`config.mk`:
```
export PLATFORM = sky130hd
export DESIGN_NAME = arbitro_wrr_sched
export DESIGN_NICKNAME = d
export VERILOG_FILES = /design/src/rtl/arbitro_wrr_sched.sv
export SDC_FILE = /design/constraint.sdc
export NUM_CORES = 1
export LEC_CHECK = 0
export CAP_MARGIN = 0
export CORE_MARGIN = 2
export CORE_UTILIZATION = 47
export CTS_BUF_LIST = sky130_fd_sc_hd__clkbuf_16
export CTS_CLUSTER_DIAMETER = 50
export DETAILED_ROUTE_END_ITERATION = 8
export GPL_ROUTABILITY_DRIVEN = 0
export GPL_TIMING_DRIVEN = 0
export PLACE_DENSITY = 0.83
export SKIP_LAST_GASP = 1
export SLEW_MARGIN = 10
export SYNTH_ARGS = -nofsm -noshare
export SYNTH_HDL_FRONTEND = slang
export SYNTH_SLANG_ARGS = --single-unit
```
`constraint.sdc`:
```
create_clock -name clk -period 4.1 [get_ports clk]
set_input_delay 1.025 -clock clk [delete_from_list [all_inputs] [get_ports clk]]
set_output_delay 1.025 -clock clk [all_outputs]
set_load 0.005 [all_outputs]
```
`src/rtl/arbitro_wrr_sched.sv`:
```
// -----------------------------------------------------------------------------
// arbitro_wrr_sched
//
// Weighted round-robin scheduler that drains two virtual-channel FIFOs
// (VC0, VC1) into two destination ports (D0, D1). Each cycle at most one VC
// is popped, and its head word is routed to the destination named in bit [4].
// A VC is skipped when its FIFO is empty or its destination is paused.
//
// Credit scheme: the favoured VC (fav) keeps the grant for W0/W1 consecutive
// grants (cred). The scheduler is work-conserving: if fav is not eligible,
// the other VC is served, and fav/cred move to that VC.
//
// Optional feature: define ARB_STRICT_PRIO_EN to give VC0 strict priority.
// In that build, fav and cred hold their reset values.
//
// Ports:
//   clk                   clock, all state updates on rising edge
//   reset_L               synchronous active-low reset
//   VC0, VC1     [5:0]    show-ahead FIFO head words, bit [4] = destination
//   VC0_empty, VC1_empty  FIFO empty flags
//   D0_pause, D1_pause    destination almost-full, blocks new words
//   VC0_pop, VC1_pop      combinational pop strobes (one-hot or zero)
//   D0_out, D1_out [5:0]  registered routed words
//   D0_push, D1_push      registered write strobes for D0_out / D1_out
//   state        [1:0]    0 IDLE, 1 SERVE0, 2 SERVE1
// -----------------------------------------------------------------------------
module arbitro_wrr_sched #(
  parameter int unsigned W0 = 3,
  parameter int unsigned W1 = 1
) (
  input  logic       clk,
  input  logic       reset_L,
  input  logic [5:0] VC0,
  input  logic [5:0] VC1,
  input  logic       VC0_empty,
  input  logic       VC1_empty,
  input  logic       D0_pause,
  input  logic       D1_pause,
  output logic       VC0_pop,
  output logic       VC1_pop,
  output logic [5:0] D0_out,
  output logic [5:0] D1_out,
  output logic       D0_push,
  output logic       D1_push,
  output logic [1:0] state
);

  localparam logic [1:0] ST_IDLE   = 2'd0;
  localparam logic [1:0] ST_SERVE0 = 2'd1;
  localparam logic [1:0] ST_SERVE1 = 2'd2;

  localparam logic [2:0] C_W0 = 3'(W0);
  localparam logic [2:0] C_W1 = 3'(W1);

  // Registered state
  logic [1:0] r_state;
  logic       r_fav;       // 0 = VC0 favoured, 1 = VC1 favoured
  logic [2:0] r_cred;
  logic [5:0] r_d0_out;
  logic [5:0] r_d1_out;
  logic       r_d0_push;
  logic       r_d1_push;

  // Combinational signals
  logic       w_elig0;
  logic       w_elig1;
  logic       w_grant0;
  logic       w_grant1;
  logic       w_grant_any;
  logic       w_nxt_fav;
  logic [2:0] w_nxt_cred;
  logic [5:0] w_word;

  // A VC is eligible only if its head word can be accepted by its
  // destination in this same cycle.
  assign w_elig0 = !VC0_empty && !(VC0[4] ? D1_pause : D0_pause);
  assign w_elig1 = !VC1_empty && !(VC1[4] ? D1_pause : D0_pause);

  // Grant selection
  // NOTE: every signal assigned in always_comb gets a default first, so no
  // path leaves it unassigned and no latch is inferred.
  always_comb begin
    w_grant0 = 1'b0;
    w_grant1 = 1'b0;
`ifdef ARB_STRICT_PRIO_EN
    if (w_elig0)      w_grant0 = 1'b1;
    else if (w_elig1) w_grant1 = 1'b1;
`else
    if (!r_fav) begin
      if (w_elig0)      w_grant0 = 1'b1;
      else if (w_elig1) w_grant1 = 1'b1;
    end else begin
      if (w_elig1)      w_grant1 = 1'b1;
      else if (w_elig0) w_grant0 = 1'b1;
    end
`endif
  end

  assign w_grant_any = w_grant0 || w_grant1;

  // Credit and favoured-VC update
  always_comb begin
    w_nxt_fav  = r_fav;
    w_nxt_cred = r_cred;
`ifndef ARB_STRICT_PRIO_EN
    if (w_grant_any) begin
      if (w_grant1 == r_fav) begin
        // Grant to fav: use one credit. The last credit hands the round to
        // the other VC with its full weight, so cred never sits at 0.
        if (r_cred > 3'd1) begin
          w_nxt_cred = r_cred - 3'd1;
        end else begin
          w_nxt_fav  = ~r_fav;
          w_nxt_cred = r_fav ? C_W0 : C_W1;
        end
      end else if (w_grant1) begin
        // Work-conserving grant to VC1 while VC0 was favoured.
        // A weight-1 VC has spent its round, so VC0 gets a fresh round.
        if (C_W1 > 3'd1) begin
          w_nxt_fav  = 1'b1;
          w_nxt_cred = C_W1 - 3'd1;
        end else begin
          w_nxt_fav  = 1'b0;
          w_nxt_cred = C_W0;
        end
      end else begin
        // Work-conserving grant to VC0 while VC1 was favoured.
        if (C_W0 > 3'd1) begin
          w_nxt_fav  = 1'b0;
          w_nxt_cred = C_W0 - 3'd1;
        end else begin
          w_nxt_fav  = 1'b1;
          w_nxt_cred = C_W1;
        end
      end
    end
`endif
  end

  assign w_word = w_grant1 ? VC1 : VC0;

  // Sequential state and output registers
  // NOTE: sequential state uses non-blocking assignments only. The reset is
  // synchronous and also clears the routed words, so a word in flight at
  // reset is dropped.
  always_ff @(posedge clk) begin
    if (!reset_L) begin
      r_state   <= ST_IDLE;
      r_fav     <= 1'b0;
      r_cred    <= C_W0;
      r_d0_out  <= 6'd0;
      r_d1_out  <= 6'd0;
      r_d0_push <= 1'b0;
      r_d1_push <= 1'b0;
    end else begin
      r_state   <= w_grant0 ? ST_SERVE0 : (w_grant1 ? ST_SERVE1 : ST_IDLE);
      r_fav     <= w_nxt_fav;
      r_cred    <= w_nxt_cred;
      r_d0_push <= w_grant_any && !w_word[4];
      r_d1_push <= w_grant_any &&  w_word[4];
      if (w_grant_any && !w_word[4]) r_d0_out <= w_word;
      if (w_grant_any &&  w_word[4]) r_d1_out <= w_word;
    end
  end

  // Pops are gated by reset_L, so nothing is consumed during a reset cycle.
  assign VC0_pop = w_grant0 && reset_L;
  assign VC1_pop = w_grant1 && reset_L;

  assign D0_out  = r_d0_out;
  assign D1_out  = r_d1_out;
  assign D0_push = r_d0_push;
  assign D1_push = r_d1_push;
  assign state   = r_state;

endmodule

```
After elaboration in Yosys (flattened, before gate mapping)

Index checks and enable logic that the tools add are counted.

Add/subtract/negate cells: 1
$mul: 0
Divide/modulo/power cells: 0
Magnitude comparators: 1
Equal/unequal tests: 2
Shift operators: 0
Multiplexer cells: 17
Bitwise gates (word level): 2
Reduce and logical (&&, ||, !) cells: 14

Operators by type and width:

| kind                                                | number |
|---|---|
| 2-to-1 mux 1 bit                                    | 12 |
| logical AND 1 bit                                   | 6 |
| 2-to-1 mux 3 bit                                    | 2 |
| 2-to-1 mux 6 bit                                    | 1 |
| logical NOT 1 bit                                   | 5 |
| 2-to-1 mux 2 bit                                    | 2 |
| > comparator 3 x 1 -> 1 bit (second input constant) | 1 |
| subtractor 3 x 1 -> 3 bit (second input constant)   | 1 |
| != test 2 bit (second input constant)               | 1 |
| inverter 1 bit                                      | 2 |
| AND reduction 2 bit                                 | 1 |
| OR reduction 2 bit                                  | 1 |
| == test 1 bit                                       | 1 |
| logical OR 1 bit                                    | 1 |

Flip-flop bits (word level): 20
Bits in latches: 0
RAM bits: 0
ROM bits: 0
Input port bits: 18
Output and inout bits: 18
Logic and storage cells: 45
Memories kept: 0

Longest topological paths before layout

Depth in word-level cells: 9
Gate-level depth with buffers: 6
Depth with buffers taken out: 6

Worst setup path before layout

Ideal clock, no wire load.

Kind: input -> output
From: input VC1[4]
To: output VC1_pop
Arrival time: 2000 ps
Data required time: 3075 ps
Slack: 1075 ps
Stages: 3
Buffers on the path: 0
Cell sequence: mux2_2 > a211oi_2 > and2_1

Word-level cells in the longest chain between the ends: 7

Ends and longest elaborated chain:

| what                | RTL line | source |
|---|---|---|
| start: declaration  | 34       | `input logic [5:0] VC1,` |
| 2-to-1 mux 1 bit *  | 77       | `assign w_elig1 = !VC1_empty && !(VC1[4] ? D1_pause : D0_pause);` |
| logical NOT 1 bit * | 77       |  |
| logical AND 1 bit * | 77       |  |
| 2-to-1 mux 1 bit *  | 91, 93   |  |
| 2-to-1 mux 1 bit    | 90       | `if (w_elig0) w_grant0 = 1'b1;` |
| 2-to-1 mux 1 bit *  | 89       | `if (!r_fav) begin` |
| logical AND 1 bit * | 168      | `assign VC1_pop = w_grant1 && reset_L;` |
| end: declaration    | 40       | `output logic VC1_pop,` |

Mark *: on every way between the ends. The rest lies on a longest branch, timed or not.

Worst setup path in the final report

From: input VC0[4]
To: output VC0_pop

Word-level cells in the longest chain between the ends: 7

Ends and longest elaborated chain:

| what                | RTL line | source |
|---|---|---|
| start: declaration  | 33       | `input logic [5:0] VC0,` |
| 2-to-1 mux 1 bit *  | 76       | `assign w_elig0 = !VC0_empty && !(VC0[4] ? D1_pause : D0_pause);` |
| logical NOT 1 bit * | 76       |  |
| logical AND 1 bit * | 76       |  |
| 2-to-1 mux 1 bit *  | 90, 94   |  |
| 2-to-1 mux 1 bit    | 93       | `if (w_elig1) w_grant1 = 1'b1;` |
| 2-to-1 mux 1 bit *  | 89       |  |
| logical AND 1 bit * | 167      | `assign VC0_pop = w_grant0 && reset_L;` |
| end: declaration    | 39       | `output logic VC0_pop,` |

Marked as above.

==> run summary <==
Status: completed
First-iteration detailed-routing DRC count: 22
Pre-antenna DRT Iters: 4
Post-synthesis mux area share: 8.43%
Met1 Track Usage GR: 27.2%
Maxcap violations: 0
Worst slew pin tran: 731 ps
Switching Fraction: 22.2%
Leak Pwr: 0.603 nW
Synth Area in XOR/XNOR: 0%
Worst setup margin: 121 ps
RSZ-0062 raised after global routing: no
Internal: 458 µW
Post-synth cell types: 33
Syn avg cell area: 9.71 µm²
I/O Buffers: 35
Area used by multi-input combinational logic: 573 µm²
Mapped Nets: 124
Ports: 36
H-tree depth: 1
Fill cell count: 141
Peak fanout along the critical path: 7
Core ar.: 2000 µm²
Die height: 50.4 µm
Post-synth ARST share: 0%
# setup viols final: 0
Synth warn: 0
Global Route met2 Usage: 40.1%
Comb power frac: 17.7%
Main synth FF type: dfxtp_1
Final period util: 97.0%
CP Capture Type: output port
Row count: 16
Most frequent CP cell: clkdlybuf4s50_1
Area grow syn2layout: 50.8%
GRT Total Usage: 23.3%
Fin. Hold Viols: 0
Layout cells sized above 1: 10.4%
HPWL Detailed: 1940 µm
Initial core utilization: 50.4%
Shortest period the worst path allows: 3980 ps
Fmax: 251 MHz
WL final: 2650 µm
Largest net degree at the start of global routing: 13
Post-route insts no fill: 171
Worst slack, placed: -182 ps
Cell Chain, Critical Path: clkdlybuf4s50_1 -> mux2i_4 -> nand2_1 -> nor3b_1 -> clkdlybuf4s50_1
Critical Path Slowest Stage Cell: clkdlybuf4s50_1
Largest family of logic cells by synthesized area: compound AO/OA/AOI/OAI gates
Worst-skew pair later-pin latency: 260 ps
Synth Register Bits: 20
Post-Synth Simple-Gate Area: 13.9%
GRT overflow: 0
Post-synth EDFFs: 0
R2R setup slack: 2260 ps
Routed Antenna Nets: 0
Crit path largest cell delay: 580 ps
WL/cell: 15.5 µm
Hold Path Class: reg -> reg
Register area: 400 µm²
Switch Pwr: 131 µW
Pwr dens: 387 nW/µm²
Clock power share: 46.1%
Worst Path Buf+Inv: 2
CTS clk-pin slew, worst paths: 60 ps
TritonCTS Buffers: 3
Maximum VDD drop: 0.266 mV
Fin Hold WS: 432 ps
Rel. slew slack: 51.2%
Met3 Track Usage GR: 5.06%
Final Net Count: 165
Die W: 50.4 µm
GR peak layer: met2
Clock Skew: 1.31 ps
CTS max path bufs: 2
Root Buffer: clkbuf_16
Inst Count DP: 166
Sequential area share after synthesis: 39.7%
Required time worst endpoint: 3070 ps
Reg power frac: 36.3%
Initial antenna violation count: 0
CTS tree: built
Full die area: 2540 µm²
Synth Area in Compound Gates: 30.4%
Vias per inst: 5.66
Pins Over Slew Limit: 0
Vias in the first global route: 972
DRC Markers: 0
CP startpoint kind: input port
CTS Sinks: 20
Setup Crit Path Kind: in -> out
Via count: 968
Mapped Cells: 104
CP delay by family, top: buffers and inverters
Antenna cell count: 0
Global-route wire length before repair: 4410 µm
Data arrival, critical path: 2950 ps
Synthesized area: 1010 µm²
Post-Synth Adder-Cell Area: 2.48%
==> kinds of logic (layout without fill, tap and decap cells) <==
group,after synthesis,after routing
adder cells (fa/ha/maj),2,2
flip-flops,20,20
AND/OR/NAND/NOR,24,24
multiplexers,8,8
buffers and inverters,10,50
AO/OA/AOI/OAI,40,40
==> registers in the layout, indices dropped and copies added, names as in the netlist <==
name	count
r_fav	1
D1_out	6
r_cred	3
D0_push	1
D1_push	1
state	2
D0_out	6
==> cells in the final DEF, fill, tap and decap left out, types with 2 or more instances in the layout <==
cell,n
o31ai_1,11
clkdlybuf4s50_1,35
nor3b_1,2
nand2_1,4
dfxtp_1,20
ha_1,2
inv_1,6
mux2i_1,6
a21oi_1,12
nor3_1,2
or2_1,2
and2_1,5
a21boi_0,3
buf_6,2
clkbuf_1,2
a2111oi_2,4
nor2_1,3
o21a_1,2
clkbuf_16,3
==> worst reg2reg max path, cell delays in order, from the launching register on <==
cell,delay [ps]
dfxtp_1,410
nor2_1,160
a2111oi_2,740
or2_1,210
buf_6,120
a21oi_1,70
==> area by class of cell <==
type	instances	area share, %
Clock buffer	3	4.93
Inverter	6	1.48
Timing Repair Buffer	36	23.5
Clock inverter	1	1.97
Sequential cell	20	26.3
Buffer	4	1.97
Tap cell	27	2.22
Multi-Input combinational cell	74	37.6
==> power by group through the flow <==
stage	registers (mW)	clock network (mW)	logic [mW]
after floorplan	0.217	0	0.0451
after global placement	0.217	0	0.0964
after detailed placement	0.217	0	0.0993
after CTS	0.214	0.270	0.103
after global routing	0.215	0.280	0.112
final	0.214	0.271	0.104
==> path summary, 6_finish.rpt <==
path	start	to	depth (start not counted)
worst min-delay path	D0_out[4]	D0_out[4]	2
worst max register to register	r_fav	D0_out[5]	5
worst max-delay path	VC0[4]	VC0_pop	5
worst min register to register	D0_out[4]	D0_out[4]	2
==> synth_stat cells (all sizes together) (3+ instances only) <==
cell	number	area, µm²
a21oi	12	60.1
dfxtp	20	400
nor2	3	11.3
and2	5	31.3
a21boi	3	22.5
nand2	4	15.0
mux2i	7	73.8
a2111oi	4	60.1
inv	6	22.5
o31ai	11	82.6
==> metrics by stage <==
step                      TNS, ps  util (%)  power [mW]  instance area, µm²
after global placement       -160      69.6       0.313                1390
after CTS                       0      75.6       0.586                1510
after floorplan                 0         -       0.263                1010
after global routing            0      76.1       0.607                1520
final                           0      76.1       0.589                1520
after detailed placement     -182      69.6       0.316                1390
==> metal layers <==
| layer | up-vias | part of all wire, % |
|---|---|---|
| met3 | 7 | 5.2 |
| met4 | 0 | 1.8 |
| met2 | 34 | 51 |
| met1 | 454 | 42 |
| met5 | - | 0 |
| li1 | 473 | - |
==> what timing repair did <==
item | CTS | global route
resized for setup | 1 | 1
buffers inserted | 1 | 0
hold buffers | 0 | 0
setup endpoints to repair | 1 | 1
pin swaps | 1 | 0
Note: power is estimated with default switching activity, not from simulation.
